<file path="config.mk">
export PLATFORM = sky130hd
export DESIGN_NAME = rr_arbiter4
export DESIGN_NICKNAME = d
export VERILOG_FILES = /design/src/rtl/rr_arbiter4.sv
export SDC_FILE = /design/constraint.sdc
export NUM_CORES = 1
export LEC_CHECK = 0
export ABC_AREA = 1
export BUFFER_PORTS_ARGS = -buffer_cell sky130_fd_sc_hd__buf_2
export CAP_MARGIN = 20
export CORE_AREA = 4 4 41 43
export CTS_CLUSTER_SIZE = 10
export DETAILED_ROUTE_END_ITERATION = 8
export DIE_AREA = 0 0 45 47
export PLACE_DENSITY = 0.78
export SLEW_MARGIN = 10
export SYNTH_ARGS = -nofsm -noshare
export SYNTH_HDL_FRONTEND = slang
export SYNTH_SLANG_ARGS = --single-unit
</file>
<file path="constraint.sdc">
create_clock -name clk -period 2.2 [get_ports clk]
set_input_delay 0 -clock clk [delete_from_list [all_inputs] [get_ports clk]]
set_output_delay 0 -clock clk [all_outputs]
set_load 0.005 [all_outputs]
</file>
<file path="src/rtl/rr_arbiter4.sv">
// Four-requester round-robin arbiter with grant hold until release.
// Optional forced revocation of long-held grants when ARB_TIMEOUT_EN is defined.
module rr_arbiter4 #(
  parameter int TIMEOUT_CYCLES = 16
) (
  input  logic       clk,
  input  logic       rst_n,
  input  logic [3:0] req,
  input  logic       done,
  output logic [3:0] gnt,
  output logic [1:0] gnt_idx,
  output logic       gnt_valid,
  output logic       timeout
);

  typedef enum logic {IDLE, GRANT} state_t;

  state_t     state;
  logic [1:0] ptr;
  logic [1:0] pick;
  logic       release_now;
  logic       tmo_fire;

  // First set bit at or after p, wrapping modulo 4; descending scan lets the
  // nearest candidate overwrite the farther ones.
  function automatic logic [1:0] rr_pick(input logic [3:0] r, input logic [1:0] p);
    logic [1:0] idx;
    rr_pick = p;
    for (int k = 3; k >= 0; k--) begin
      idx = p + 2'(k);
      if (r[idx]) rr_pick = idx;
    end
  endfunction

  assign pick        = rr_pick(req, ptr);
  assign release_now = done | ~req[gnt_idx];

`ifdef ARB_TIMEOUT_EN
  logic [7:0] hold_cnt;

  assign tmo_fire = (hold_cnt == 8'(TIMEOUT_CYCLES - 1));

  // Counter sits at zero in IDLE, so it is cleared on every entry to GRANT.
  always_ff @(posedge clk or negedge rst_n) begin
    if (!rst_n) begin
      hold_cnt <= 8'd0;
      timeout  <= 1'b0;
    end else begin
      timeout <= (state == GRANT) && !release_now && tmo_fire;
      if (state == IDLE)
        hold_cnt <= 8'd0;
      else if (!release_now && !tmo_fire)
        hold_cnt <= hold_cnt + 8'd1;
    end
  end
`else
  assign tmo_fire = 1'b0;
  assign timeout  = 1'b0;
`endif

  always_ff @(posedge clk or negedge rst_n) begin
    if (!rst_n) begin
      state     <= IDLE;
      ptr       <= 2'd0;
      gnt       <= 4'b0000;
      gnt_idx   <= 2'd0;
      gnt_valid <= 1'b0;
    end else if (state == IDLE) begin
      if (|req) begin
        gnt       <= 4'b0001 << pick;
        gnt_idx   <= pick;
        gnt_valid <= 1'b1;
        state     <= GRANT;
      end
    end else begin
      // Normal release and timeout revocation leave identical state behind.
      if (release_now || tmo_fire) begin
        gnt       <= 4'b0000;
        gnt_valid <= 1'b0;
        ptr       <= gnt_idx + 2'd1;
        state     <= IDLE;
      end
    end
  end

endmodule

</file>
**Word level (Yosys, flattened, before mapping)**

Cells that the tools add are included.
Widths: inputs -> output; s select.

- Register bits after elaboration: 10
- Bits in latches: 0
- Bits in writable memories: 0
- Memory bits (read-only): 0
- Input port bits: 7
- Logic and storage cells: 47
- Memories kept: 0

- Add/sub/neg operators: 4
- Multiply operators: 0
- Divide/modulo/power cells: 0
- $lt $le $gt $ge: 5
- Eq/ne operators: 1
- Shift-type cells: 1
- Multiplexer cells: 23
- Bitwise operators: 3
- Reduce and logical (&&, ||, !) cells: 5

Operators by type and width:

| kind | count |
|---|---|
| $lt 2x3->1 const B | 5 |
| $mux 4 | 3 |
| $mux 1 | 11 |
| $bmux 1 s2 | 5 |
| $mux 2 | 4 |
| $reduce_and 2->1 | 3 |
| $add 2x1->2 const B | 2 |
| $add 2x2->2 const B | 2 |
| $reduce_or 4->1 | 1 |
| $shl 1x2->4 const A | 1 |
| $ne 2x1->1 const B | 1 |
| $not 1->1 | 2 |
| $reduce_bool 2->1 | 1 |
| $or 1x1->1 | 1 |

**Longest topological paths before layout**

- Depth after elaboration: 10
- Gate-level depth with buffers: 12

**Worst setup path after synthesis**

OpenSTA, ideal clock, no wires.

- Path type: reg-to-reg
- Start: register ptr[0]
- End: register gnt[1]
- Library setup time: 0.118 ns
- Arrival time: 1.135 ns
- Setup slack: 0.947 ns
- Stages on the path, launching flop included: 12
- Buffers on the path: 1
- Path through: dfrtp_1 buf_6 inv_8 nand2_2 nand2_2 nand2_1 nand2_2 inv_2 nand2_2 nand3_1 nand4_1 nand2_1

- Word-level cells in the longest chain between the ends: 10
- Elaborated cells between the ends (all ways): 18

Ends and longest elaborated chain:

| item | line | source |
|---|---|---|
| start: declaration | 19 | `logic [1:0] ptr;` |
| start signal: assignment | 80 | `ptr <= gnt_idx + 2'd1;` |
| $add 2x2->2 | 30 | `idx = p + 2'(k);` |
| $bmux 1 s2 | 31 | `if (r[idx]) rr_pick = idx;` |
| $mux 1 (implied by the code) | 31 |  |
| $mux 2 (3 in a row) | 31 |  |
| $mux 2 * | 31 |  |
| $shl 1x2->4 * | 70 | `gnt <= 4'b0001 << pick;` |
| $mux 4 * | 69 | `if (\|req) begin` |
| $mux 4 * | 68 | `end else if (state == IDLE) begin` |
| end signal: assignment | 70 |  |
| end: declaration | 10 | `output logic [3:0] gnt,` |

Mark *: on every way between the ends. The rest lies on a longest branch, timed or not. The select of a mux whose other input is x is not followed.
A chain may end at the register's enable or synchronous reset.

**Worst setup path in the final report**

- Start: register ptr[0]
- End: register gnt[3]

The elaborated chain is that of the path after synthesis.

==> run metrics <==
VDD IR-drop max 1000 µV; WS Path Type register to register; Max H-tree Level 1; DR DRC count 0; fmax 0.664 GHz; gr usage total 0.171; Cells after DPL 129; Final ANT Viol Nets 0; commonest non-fill, non-tap cell in the layout nand2_1; n_diodes 0; Std-Cell Rows 13; Final nets 127; Core Util, Final 0.620; CTS tree built; global-route wire length before repair 2560 µm; Chip Height 47 µm; clk_skew 0.00316 ns; pwr/cell area 1590 nW/µm²; CP required 2.40 ns; pre-CTS setup slack 0.717 ns; endpoint type of the worst setup path register; Vias 690; Worst Hold Path Cells 3; drt wl/cell 11.4 µm; Ys Warns 0; vias per inst 5.15; Critical Path AT 1.71 ns; Pre-Repair DR Iteration Count 4; DRT iter0 DRCs 12; sequential share of the synthesized area 0.360; CP Max Fanout 10; setup bufs post-CTS 0; Max Root-Sink Buffers 2; largest net degree at the start of global routing 11; Pleak 0.462 nW; die area 2120 µm²; share of cells above drive strength 1 0.261; total CTS buffers 3; Worst-path clk slew 0.06 ns; final worst slack 0.694 ns; final non-filler cell total 134; Resize count post-CTS 0; IO Port Bufs 13; Post-DP HPWL 1160 µm; core area 1300 µm²; status complete, no violations; worst-skew pair later-pin latency 0.27 ns; root buf cell clkbuf_4; vias in the first global route 590; Die Wd 45 µm; Yosys reg bits 10; min-delay worst type input port to register; average size of a mapped cell 6.75 µm²; depth of the most critical reg-to-reg path 8; total gr overflow 0; Setup Total Neg Slack 0 ns; unrepaired setup endpoints after global routing false; initial antenna violation count 0; clock sink count 10; Max-Cap Viols 0; Mapped Area 696 µm²; GP Congestion 0.884; Final Hold Viols 0; synth-to-layout area growth 16.0%; Routed WL 1530 µm; Mapped Nets 110; fin. max-slew vios 0; post-layout min period 1.51 ns; startpoint types register; Final period util 0.685; commonest cells after routing, fill and taps aside 41 x nand2_1, 13 x buf_2, 10 x dfrtp_1; Syn Inst Count 103; Boundary Pins 15; library cells used by synthesis 22; Final setup viols 0; Pwr Total 1.29 mW; Starting Density 0.535
[power by group]
part           switching, mW  total, mW  internal, mW
registers              0.112      0.378         0.266
clock network         0.0632      0.164         0.101
logic                  0.468      0.744         0.276
[per-stage QoR]
step | instance area (µm²) | hold slack, ns
finish | 807 | 0.0700
global route | 807 | 0.0750
CTS | 807 | 0.0645
detailed placement | 761 | -0.133
global placement | 761 | -0.134
floorplan | 696 | -0.296
[worst max-delay path, cell delays in order, from the launching register on]
cell and delay, ns:
dfrtp_1 0.60, inv_8 0.08, nand2_1 0.11, nand3_1 0.10
nand3_1 0.09, nand2_1 0.07, a21oi_1 0.21, nand4_1 0.13
nand2_1 0.08
[Yosys cell counts, drive strengths merged]
library cell,instances,share of area
and2,1,0.0090
a21o,1,0.011
inv,12,0.076
conb,1,0.0054
nand3,9,0.065
dfrtp,10,0.36
buf,2,0.027
nor4,1,0.0090
nand2,50,0.30
nor2,2,0.014
nand4,4,0.036
xnor2,1,0.013
o211ai,1,0.011
a21oi,3,0.027
o21ai,5,0.036
[registers in the layout, indices dropped and copies added, names as in the netlist]
name and count:
gnt 4, gnt_idx 2, ptr 2, gnt_valid 1, state 1
[path summary, 6_finish.rpt]
kind	start	slack, ns	to
min in group asynchronous	rst_n	0.13	gnt[0]$_DFFE_PN0P_
max in group asynchronous	rst_n	1.88	gnt[2]$_DFFE_PN0P_
hold / removal	done	0.07	state$_DFF_PN0_
setup / recovery	ptr[0]$_DFFE_PN0P_	0.69	gnt[3]$_DFFE_PN0P_
setup reg to reg	ptr[0]$_DFFE_PN0P_	0.69	gnt[3]$_DFFE_PN0P_
hold reg to reg	gnt[2]$_DFFE_PN0P_	0.48	gnt[2]$_DFFE_PN0P_
[final cells by class]
class                   instances  area [µm²]
well taps                      15        18.8
inverters                      12        52.6
flip-flops and latches         10         250
repair buffers                 14        75.1
fillers                       123         494
multi-input cells              79         374
clock buffers                   4        36.3
[routing by layer]
| metal | track usage | routed length [µm] |
|---|---|---|
| met1 | 0.216 | 699 |
| met2 | 0.268 | 710 |
| met3 | 0.0383 | 85 |
| met4 | 0.105 | 35 |
| met5 | 0 | 0 |
[kinds of logic (layout without fill, tap and decap cells)]
| family | after synthesis | after routing | share of synthesized area |
|---|---|---|---|
| buffers and inverters | 14 | 30 | 0.103 |
| XOR/XNOR | 1 | 1 | 0.0126 |
| AND/OR/NAND/NOR | 67 | 67 | 0.435 |
| flip-flops | 10 | 10 | 0.360 |
| AO/OA/AOI/OAI | 10 | 10 | 0.0845 |
| other | 1 | 1 | 0.00539 |
[what timing repair did]
action                                  in CTS  in global routing
endpoints found under the hold margin       10                  0
hold buffers                                 1                  0
endpoints found under the setup margin       0                  0
No activity file was read; power rests on OpenSTA's default activity.
